--- src/rtl/aes_const_pkg.sv ---
// Shared AES constants and GF(2^8) helpers for the MixColumns engine.
// Latency: none (types, constants and pure functions only).
// Backpressure: not applicable.
package aes_const;

   // Columns per AES state
   localparam int NB = 4;

   typedef enum logic [1:0] {IDLE, BUSY, DONE} mcol_fsm_t;

   // First row of each circulant matrix, nibble k = coefficient in column k.
   // Forward row 0: 02 03 01 01.  Inverse row 0: 0e 0b 0d 09.
   localparam logic [15:0] FWD_COEF = 16'h1132;
   localparam logic [15:0] INV_COEF = 16'h9dbe;

   function automatic logic [7:0] xtime(input logic [7:0] b);
      return {b[6:0], 1'b0} ^ (b[7] ? 8'h1b : 8'h00);
   endfunction

   // Coefficient at circulant offset k; every matrix row is row 0 rotated.
   function automatic logic [3:0] mcol_coef(input logic inv, input logic [1:0] k);
      return inv ? INV_COEF[{k, 2'b00} +: 4] : FWD_COEF[{k, 2'b00} +: 4];
   endfunction

   // Multiply by a 4-bit constant: XOR of b, 2b, 4b, 8b chosen by c's bits.
   function automatic logic [7:0] gf_mul_c(input logic [7:0] b, input logic [3:0] c);
      logic [7:0] x1, x2, x3;
      x1 = xtime(b);
      x2 = xtime(x1);
      x3 = xtime(x2);
      return ({8{c[0]}} & b) ^ ({8{c[1]}} & x1) ^ ({8{c[2]}} & x2) ^ ({8{c[3]}} & x3);
   endfunction

endpackage

--- src/rtl/aes_mcol_seq_col.sv ---
// Single-column forward/inverse MixColumns, purely combinational.
// Latency: 0 cycles; worst case is three xtime levels plus a 4-input XOR.
// Backpressure: none; the caller owns all handshaking.
module aes_mcol_col
   import aes_const::*;
(
   input  logic [7:0] b0,
   input  logic [7:0] b1,
   input  logic [7:0] b2,
   input  logic [7:0] b3,
   input  logic       inv,
   output logic [7:0] m0,
   output logic [7:0] m1,
   output logic [7:0] m2,
   output logic [7:0] m3
);

   logic [7:0] b [4];
   logic [7:0] m [4];

   assign b[0] = b0;
   assign b[1] = b1;
   assign b[2] = b2;
   assign b[3] = b3;

   // Output row r = XOR over j of b[j] * coefficient at offset (j - r) mod 4
   always_comb begin
      m = '{default: 8'h00};
      for (int r = 0; r < 4; r++) begin
         for (int j = 0; j < 4; j++) begin
            m[r] = m[r] ^ gf_mul_c(b[j], mcol_coef(inv, 2'(j - r)));
         end
      end
   end

   assign m0 = m[0];
   assign m1 = m[1];
   assign m2 = m[2];
   assign m3 = m[3];

endmodule

--- src/rtl/aes_mcol_seq.sv ---
// Iterative MixColumns over a full AES state, COLS columns per cycle.
// Latency: Nb/COLS cycles from accept to out_valid; DONE->BUSY reload costs no cycle.
// Backpressure: result held in DONE until out_ready; in_ready low while busy or stalled.
module aes_mcol_seq
   import aes_const::*;
#(
   parameter int Nb   = NB,
   parameter int COLS = 1
) (
   input  logic                clk,
   input  logic                rst,
   input  logic                in_valid,
   output logic                in_ready,
   input  logic                inv,
   input  logic [32*Nb-1:0]    State_in,
   output logic                out_valid,
   input  logic                out_ready,
   output logic [32*Nb-1:0]    State_out
);

   localparam int CNT_W = (Nb > 1) ? $clog2(Nb) : 1;

   if (!(COLS == 1 || COLS == 2 || COLS == 4) || (Nb % COLS) != 0) begin : g_bad_cfg
      $error("aes_mcol_seq: COLS must be 1, 2 or 4 and divide Nb");
   end

   mcol_fsm_t              state_q, state_d;
   logic [32*Nb-1:0]       work_q;
   logic                   mode_q;
   logic [CNT_W-1:0]       col_cnt;
   logic                   last_col;
   logic                   accept;
   logic [CNT_W-1:0]       col_idx [COLS];
   logic [31:0]            col_mix [COLS];

   assign last_col  = (int'(col_cnt) + COLS == Nb);
   assign accept    = in_valid & in_ready;
   assign State_out = work_q;

   for (genvar g = 0; g < COLS; g++) begin : g_col
      logic [31:0] col_in;
      logic [7:0]  m0, m1, m2, m3;

      assign col_idx[g] = col_cnt + CNT_W'(g);
      assign col_in     = work_q[32*int'(col_idx[g]) +: 32];

      aes_mcol_col u_col (
         .b0  (col_in[7:0]),
         .b1  (col_in[15:8]),
         .b2  (col_in[23:16]),
         .b3  (col_in[31:24]),
         .inv (mode_q),
         .m0  (m0),
         .m1  (m1),
         .m2  (m2),
         .m3  (m3)
      );

      assign col_mix[g] = {m3, m2, m1, m0};
   end

   // FSM state register
   always_ff @(posedge clk or negedge rst) begin
      if (!rst) state_q <= IDLE;
      else      state_q <= state_d;
   end

   // Next state and handshake decode; DONE may hand off and reload in one cycle
   always_comb begin
      state_d   = state_q;
      in_ready  = 1'b0;
      out_valid = 1'b0;
      case (state_q)
         IDLE: begin
            in_ready = 1'b1;
            if (in_valid) state_d = BUSY;
         end
         BUSY: begin
            if (last_col) state_d = DONE;
         end
         DONE: begin
            out_valid = 1'b1;
            if (out_ready) begin
               in_ready = 1'b1;
               state_d  = in_valid ? BUSY : IDLE;
            end
         end
         default: state_d = IDLE;
      endcase
   end

   // Working register: load on accept, then mix COLS columns in place per busy cycle
   always_ff @(posedge clk or negedge rst) begin
      if (!rst) begin
         work_q  <= '0;
         mode_q  <= 1'b0;
         col_cnt <= '0;
      end else if (accept) begin
         work_q  <= State_in;
         mode_q  <= inv;
         col_cnt <= '0;
      end else if (state_q == BUSY) begin
         for (int g = 0; g < COLS; g++) begin
            work_q[32*int'(col_idx[g]) +: 32] <= col_mix[g];
         end
         col_cnt <= last_col ? '0 : col_cnt + CNT_W'(COLS);
      end
   end

endmodule

--- config.mk ---
export PLATFORM = sky130hd
export DESIGN_NAME = aes_mcol_seq
export DESIGN_NICKNAME = d
export VERILOG_FILES = /design/src/rtl/aes_const_pkg.sv /design/src/rtl/aes_mcol_seq_col.sv /design/src/rtl/aes_mcol_seq.sv
export SDC_FILE = /design/constraint.sdc
export NUM_CORES = 1
export LEC_CHECK = 0
export ABC_AREA = 1
export CAP_MARGIN = 15
export CORE_UTILIZATION = 41
export DETAILED_ROUTE_END_ITERATION = 7
export GPL_ROUTABILITY_DRIVEN = 0
export PLACE_DENSITY = 0.7
export SETUP_SLACK_MARGIN = 0.1
export SYNTH_ARGS = -nofsm -noshare
export SYNTH_HDL_FRONTEND = slang
export SYNTH_SLANG_ARGS = --single-unit
--- constraint.sdc ---
create_clock -name clk -period 4.75 [get_ports clk]
set_clock_uncertainty 0.15 [all_clocks]
set_input_delay 0.95 -clock clk [delete_from_list [all_inputs] [get_ports clk]]
set_output_delay 0.95 -clock clk [all_outputs]
set_load 0.005 [all_outputs]
==> results of run 1 <==
==> synth_stat cells (all sizes together) <==
| master | number | share of area |
|---|---|---|
| ha | 5 | 0.0050 |
| nand3 | 349 | 0.15 |
| nand4 | 55 | 0.028 |
| xor2 | 97 | 0.072 |
| o22ai | 1 | 0.00050 |
| nand2 | 1023 | 0.32 |
| nand3b | 10 | 0.0060 |
| buf | 47 | 0.025 |
| and3 | 1 | 0.00050 |
| o21ai | 14 | 0.0062 |
| clkbuf | 44 | 0.013 |
| o211ai | 6 | 0.0036 |
| nor2 | 29 | 0.012 |
| a22o | 1 | 0.00070 |
| inv | 171 | 0.052 |
| a21o | 2 | 0.0012 |
| nand2b | 1 | 0.00050 |
| dfrtp | 133 | 0.27 |
| or2 | 4 | 0.0020 |
| and2 | 2 | 0.0010 |
| a32o | 1 | 0.00080 |
| xnor2 | 45 | 0.035 |
| o21bai | 2 | 0.0012 |
| a21oi | 1 | 0.00040 |
==> critical path, cell delays in order (launching register included) <==
cell and delay [ps]:
sky130_fd_sc_hd__dfrtp_4 490, sky130_fd_sc_hd__inv_2 340, sky130_fd_sc_hd__buf_12 290, sky130_fd_sc_hd__nand2_1 110, sky130_fd_sc_hd__nand2_1 80, sky130_fd_sc_hd__nand2_1 60, sky130_fd_sc_hd__nand2_2 260, sky130_fd_sc_hd__nand2_1 130
sky130_fd_sc_hd__nand2_2 180, sky130_fd_sc_hd__nand2_1 160, sky130_fd_sc_hd__nand2_1 130, sky130_fd_sc_hd__nand2_2 120, sky130_fd_sc_hd__xnor2_1 460, sky130_fd_sc_hd__nand2b_1 180, sky130_fd_sc_hd__nand2_1 50, sky130_fd_sc_hd__nand2_1 50
sky130_fd_sc_hd__nand2_1 200, sky130_fd_sc_hd__nand3_1 130, sky130_fd_sc_hd__nand3_1 80
==> layer usage <==
| metal | part of all wire | global-route usage |
|---|---|---|
| met1 | 0.41 | 0.443 |
| met2 | 0.44 | 0.492 |
| met3 | 0.11 | 0.0720 |
| met4 | 0.038 | 0.125 |
| met5 | 0 | 0 |
==> layout make-up <==
class / instances / area [sq um]
Fill cell: 2964 / 13900
Multi-Input combinational cell: 1649 / 8060
Sequential cell: 133 / 3330
Timing Repair Buffer: 279 / 2800
Inverter: 171 / 649
Tap cell: 390 / 488
Clock buffer: 18 / 439
Clock inverter: 14 / 136
==> cells by family after synthesis <==
logic type,synth area share
buffers and inverters,0.0898
adder cells (fa/ha/maj),0.00500
AO/OA/AOI/OAI,0.0146
XOR/XNOR,0.107
AND/OR/NAND/NOR,0.518
flip-flops,0.266
==> through the flow <==
stage / hold slack [ps] / cell area, sq um / utilization
finish: 282 / 15900 / 0.534
global route: 310 / 15900 / 0.534
CTS: 299 / 15900 / 0.533
detailed placement: 369 / 15300 / 0.514
global placement: 357 / 15300 / 0.514
floorplan: 360 / 12500 / -
==> flip-flops by register name, summed over array words and instances, names as in the netlist <==
signal	cells
state_q	2
col_cnt	2
State_out	128
mode_q	1
==> worst max path at each step <==
stage | endpoint | slack (ps)
after floorplan | State_out[65] | 2240
after global placement | State_out[91] | 1210
after detailed placement | State_out[91] | 1120
after CTS | State_out[91] | 1110
after global routing | State_out[123] | 780
final | State_out[91] | 970
==> cell usage in the layout (no fill, tap or decap), types with 6 or more instances in the layout <==
cell type | netlist | routed
sky130_fd_sc_hd__nand3b_1 | 10 | 10
sky130_fd_sc_hd__inv_2 | 11 | 12
sky130_fd_sc_hd__nand4_1 | 55 | 55
sky130_fd_sc_hd__clkbuf_16 | 0 | 17
sky130_fd_sc_hd__clkdlybuf4s50_1 | 0 | 261
sky130_fd_sc_hd__nand3_2 | 15 | 15
sky130_fd_sc_hd__nand2_2 | 45 | 46
sky130_fd_sc_hd__nor2_2 | 9 | 10
sky130_fd_sc_hd__xor2_1 | 92 | 92
sky130_fd_sc_hd__xnor2_1 | 39 | 39
sky130_fd_sc_hd__xnor2_2 | 6 | 6
sky130_fd_sc_hd__dfrtp_1 | 133 | 131
sky130_fd_sc_hd__nand2_1 | 973 | 972
sky130_fd_sc_hd__nand3_1 | 331 | 331
sky130_fd_sc_hd__o21ai_0 | 11 | 11
sky130_fd_sc_hd__nor2_1 | 18 | 17
sky130_fd_sc_hd__buf_4 | 7 | 13
sky130_fd_sc_hd__o211ai_1 | 6 | 6
sky130_fd_sc_hd__inv_1 | 158 | 156
==> flow_metrics.tcl, run 1 <==
set metrics [dict create \
    outcome "complete, but fails checks" \
    violations "design-rule violations" \
    hpwlAfterDp_um 39400 \
    boundaryPins 263 \
    worstSkewPairLatency_ps 440 \
    cp-start-kind "register" \
    floorplan.initialDensity 0.420 \
    element_type_at_the_critical_path_end "register" \
    drt.antenna.violating_nets 0 \
    die-area_sq_um 31200 \
    final_layout_size_suffix_gt1_frac 0.0720 \
    fin_cells 2654 \
    clock-root-buffer "sky130_fd_sc_hd__clkbuf_16" \
    reg_to_reg_setup_timing_slack_ps 970 \
    worst-endpoint-arrival_ps 3940 \
    worst_pin_slew_ps 1130 \
    max_clock_freq_ghz 0.265 \
    place.port_buffers 262 \
    synth_area_per_cell_sq_um 6.12 \
    synth_warnings 0 \
    cts_resized 0 \
    routed_wire_length_per_instance_um 19.1 \
    areaGrowthSynthToFinish_pct 27.1 \
    dpl_worst_slack_ps 1120 \
    cts.path.max_buffers 2 \
    vias_per_cell 5.54 \
    critPathMaxFanout 49 \
    rr_endpoint "State_out[91]" \
    initial_detailed_routing_violation_count 1847 \
    syn_inst 2044 \
    yosys.cell_types.count 43 \
    grt_first_pass_wirelength_um 76600 \
    setup-violations-final 0 \
    max_cap_violations 0 \
    drtPass1Iterations 8 \
    grt.total_usage 0.323 \
    remaining_drc_errors 1 \
    numClockSinks 133 \
    synth_sequential_area_ratio 0.266 \
    timing.final.hold_violations 0 \
    overflow 0 \
    fin_nets 2389 \
    finalWorstSetupSlack_ps 972 \
    cts_inserted_buffers 17 \
    setup_tns_final_ps 0 \
    dp_cell_count 2621 \
    timing.slew.headroom 0.246 \
    synth.net_count 2182 \
    rsz0062_at_grt "no" \
    final_critical_path_time_including_i_o_delays_and_setup_ps 3780 \
    cts.repair_timing.setup_buffer_count 0 \
    tritoncts "done" \
    number_of_antenna_violations_at_the_first_check_in_global_routing 0 \
    cts_hold_buf 0 \
    cts.htree.levels 4 \
    core_area_sq_um 29800 \
    route.final.wire_length_um 50700 \
    r2r_worst_path_depth 18 \
    cts_clk_pin_slew_worst_paths_ps 70 \
    syn_area_sq_um 12500 \
    grt_pass1_vias 13400 \
    share_of_the_clock_period_used_by_the_worst_path_after_layout 0.795 \
    finalMaxSlewViolations 0 \
    crit_start "col_cnt[0]" \
    hold_path.class "in2async" \
    vias 14700 \
    dieHeight_um 177 \
    n_antenna_cell 0 \
    timing.critical_path.required_ps 4910 \
    critPathKind "reg2reg" \
    pin_count_of_the_biggest_net_entering_global_routing 131 \
    floorplan.rows 63 \
    synth-seq-cells 133 \
    die_width_um 177 \
    timing.rr.start "col_cnt[0]" \
]
Power of run 1 is not shown: default switching activity piles up to over one toggle a cycle in this logic, so the estimate is an artifact.
==> run 2, diff against run 1 <==
==> constraint.sdc (replaced) <==
create_clock -name clk -period 3.65 [get_ports clk]
set_clock_uncertainty 0.15 [all_clocks]
set_input_delay 0.73 -clock clk [delete_from_list [all_inputs] [get_ports clk]]
set_output_delay 0.73 -clock clk [all_outputs]
set_load 0.005 [all_outputs]
==> flow_metrics.tcl, run 2 (synthesized netlist as in run 1, its figures left out) <==
set metrics [dict create \
    finalMaxSlewViolations 0 \
    largest_reg_flops 128 \
    final.fill_count 2925 \
    place.port_buffers 262 \
    drt.antenna.violating_nets 0 \
    final_layout_size_suffix_gt1_frac 0.0769 \
    critPathMaxFanout 36 \
    mostFrequentLayoutCells "sky130_fd_sc_hd__nand2_1, sky130_fd_sc_hd__nand3_1, sky130_fd_sc_hd__clkdlybuf4s50_1, sky130_fd_sc_hd__inv_1, sky130_fd_sc_hd__dfrtp_1" \
    grt_first_pass_wirelength_um 77200 \
    cts_resized 0 \
    most_frequent_standard_cell_in_the_layout_excluding_fill_and_tap_cells "sky130_fd_sc_hd__nand2_1" \
    clock-root-buffer "sky130_fd_sc_hd__clkbuf_16" \
    overflow 0 \
    cts.path.max_buffers 2 \
    final_critical_path_time_including_i_o_delays_and_setup_ps 3310 \
    hold_path.class "in2async" \
    route.final.wire_length_um 50800 \
    timing.slew.headroom 0.193 \
    cp-start-kind "register" \
    remaining_drc_errors 0 \
    timing.critical_path.required_ps 3870 \
    cts_hold_buf 0 \
    worstSkewPairLatency_ps 440 \
    tritoncts "done" \
    cts_inserted_buffers 17 \
    boundaryPins 263 \
    die_width_um 177 \
    pin_count_of_the_biggest_net_entering_global_routing 75 \
    timing.final.hold_violations 0 \
    grt_pass1_vias 13500 \
    numClockSinks 133 \
    vias_per_cell 5.50 \
    cts.htree.levels 4 \
    floorplan.initialDensity 0.420 \
    element_type_at_the_critical_path_end "register" \
    areaGrowthSynthToFinish_pct 28.3 \
    cts_clk_pin_slew_worst_paths_ps 70 \
    grt.total_usage 0.325 \
    outcome "finished clean" \
    vias 14700 \
    n_antenna_cell 0 \
    number_of_antenna_violations_at_the_first_check_in_global_routing 0 \
    max_clock_freq_ghz 0.302 \
    initial_detailed_routing_violation_count 1989 \
    worst_pin_slew_ps 1210 \
    rsz0062_at_grt "no" \
    critPathKind "reg2reg" \
    fin_nets 2401 \
    worst-endpoint-arrival_ps 3530 \
    cts.repair_timing.setup_buffer_count 0 \
    dieHeight_um 177 \
    max_cap_violations 0 \
    share_of_the_clock_period_used_by_the_worst_path_after_layout 0.906 \
    setup-violations-final 0 \
    core_area_sq_um 29800 \
    die-area_sq_um 31200 \
    drtPass1Iterations 6 \
    routed_wire_length_per_instance_um 19.1 \
    setup_tns_final_ps 0 \
    hpwlAfterDp_um 40000 \
    floorplan.rows 63 \
]
run 2: path summary, 6_finish.rpt:
| path | from | end | cells after the start | slack, ps |
|---|---|---|---|---|
| max | col_cnt[0] | State_out[54] | 14 | 340 |
| min | rst | State_out[118] | 1 | 130 |
| max reg2reg | col_cnt[0] | State_out[54] | 14 | 340 |
| min reg2reg | State_out[30] | State_out[30] | 2 | 400 |
| max in group asynchronous | rst | State_out[9] | 2 | 2410 |
| min in group clk | State_out[30] | State_out[30] | 2 | 400 |
run 2: cell type report:
| class | count | area (sq um) | share of cell area |
|---|---|---|---|
| multi-input combinational | 1649 | 8060 | 0.502 |
| sequential | 133 | 3330 | 0.208 |
| timing repair buffer | 291 | 2940 | 0.183 |
| inverter | 171 | 651 | 0.0405 |
| tap | 390 | 488 | 0.0304 |
| clock buffer | 18 | 429 | 0.0267 |
| clock inverter | 14 | 144 | 0.00897 |
run 2: per-stage QoR:
stage	utilization	hold WS [ps]	std cells	area, sq um	setup slack (ps)
6_report	0.539	125	2666	16000	342
5_1_grt	0.539	163	2666	16000	126
4_1_cts	0.538	142	2665	16000	368
3_5_place_dp	0.519	374	2633	15500	380
3_3_place_gp	0.519	364	2633	15500	424
2_1_floorplan	-	284	2044	12500	1230
run 2: metal layers:
layer | vias to the layer above | global-route usage | share of wire
met5 | - | 0 | 0
met4 | 0 | 0.146 | 0.042
met3 | 123 | 0.0696 | 0.11
met2 | 894 | 0.493 | 0.44
met1 | 6762 | 0.443 | 0.41
li1 | 6888 | - | -
run 2: worst max-delay path, stage by stage, from the launching register on:
cell                       delay, ps
sky130_fd_sc_hd__dfrtp_4         500
sky130_fd_sc_hd__clkinv_2        190
sky130_fd_sc_hd__buf_12          220
sky130_fd_sc_hd__nand2_1          90
sky130_fd_sc_hd__nand3_1          90
sky130_fd_sc_hd__nand2_2         160
sky130_fd_sc_hd__nand2_1         230
sky130_fd_sc_hd__nand3_2         220
sky130_fd_sc_hd__xor2_1          230
sky130_fd_sc_hd__inv_1            90
sky130_fd_sc_hd__xor2_1          350
sky130_fd_sc_hd__nand3_1         120
sky130_fd_sc_hd__nand2_1         270
sky130_fd_sc_hd__nand4_1         200
sky130_fd_sc_hd__nand3_1         130
Power of run 2 is left out for the same reason.
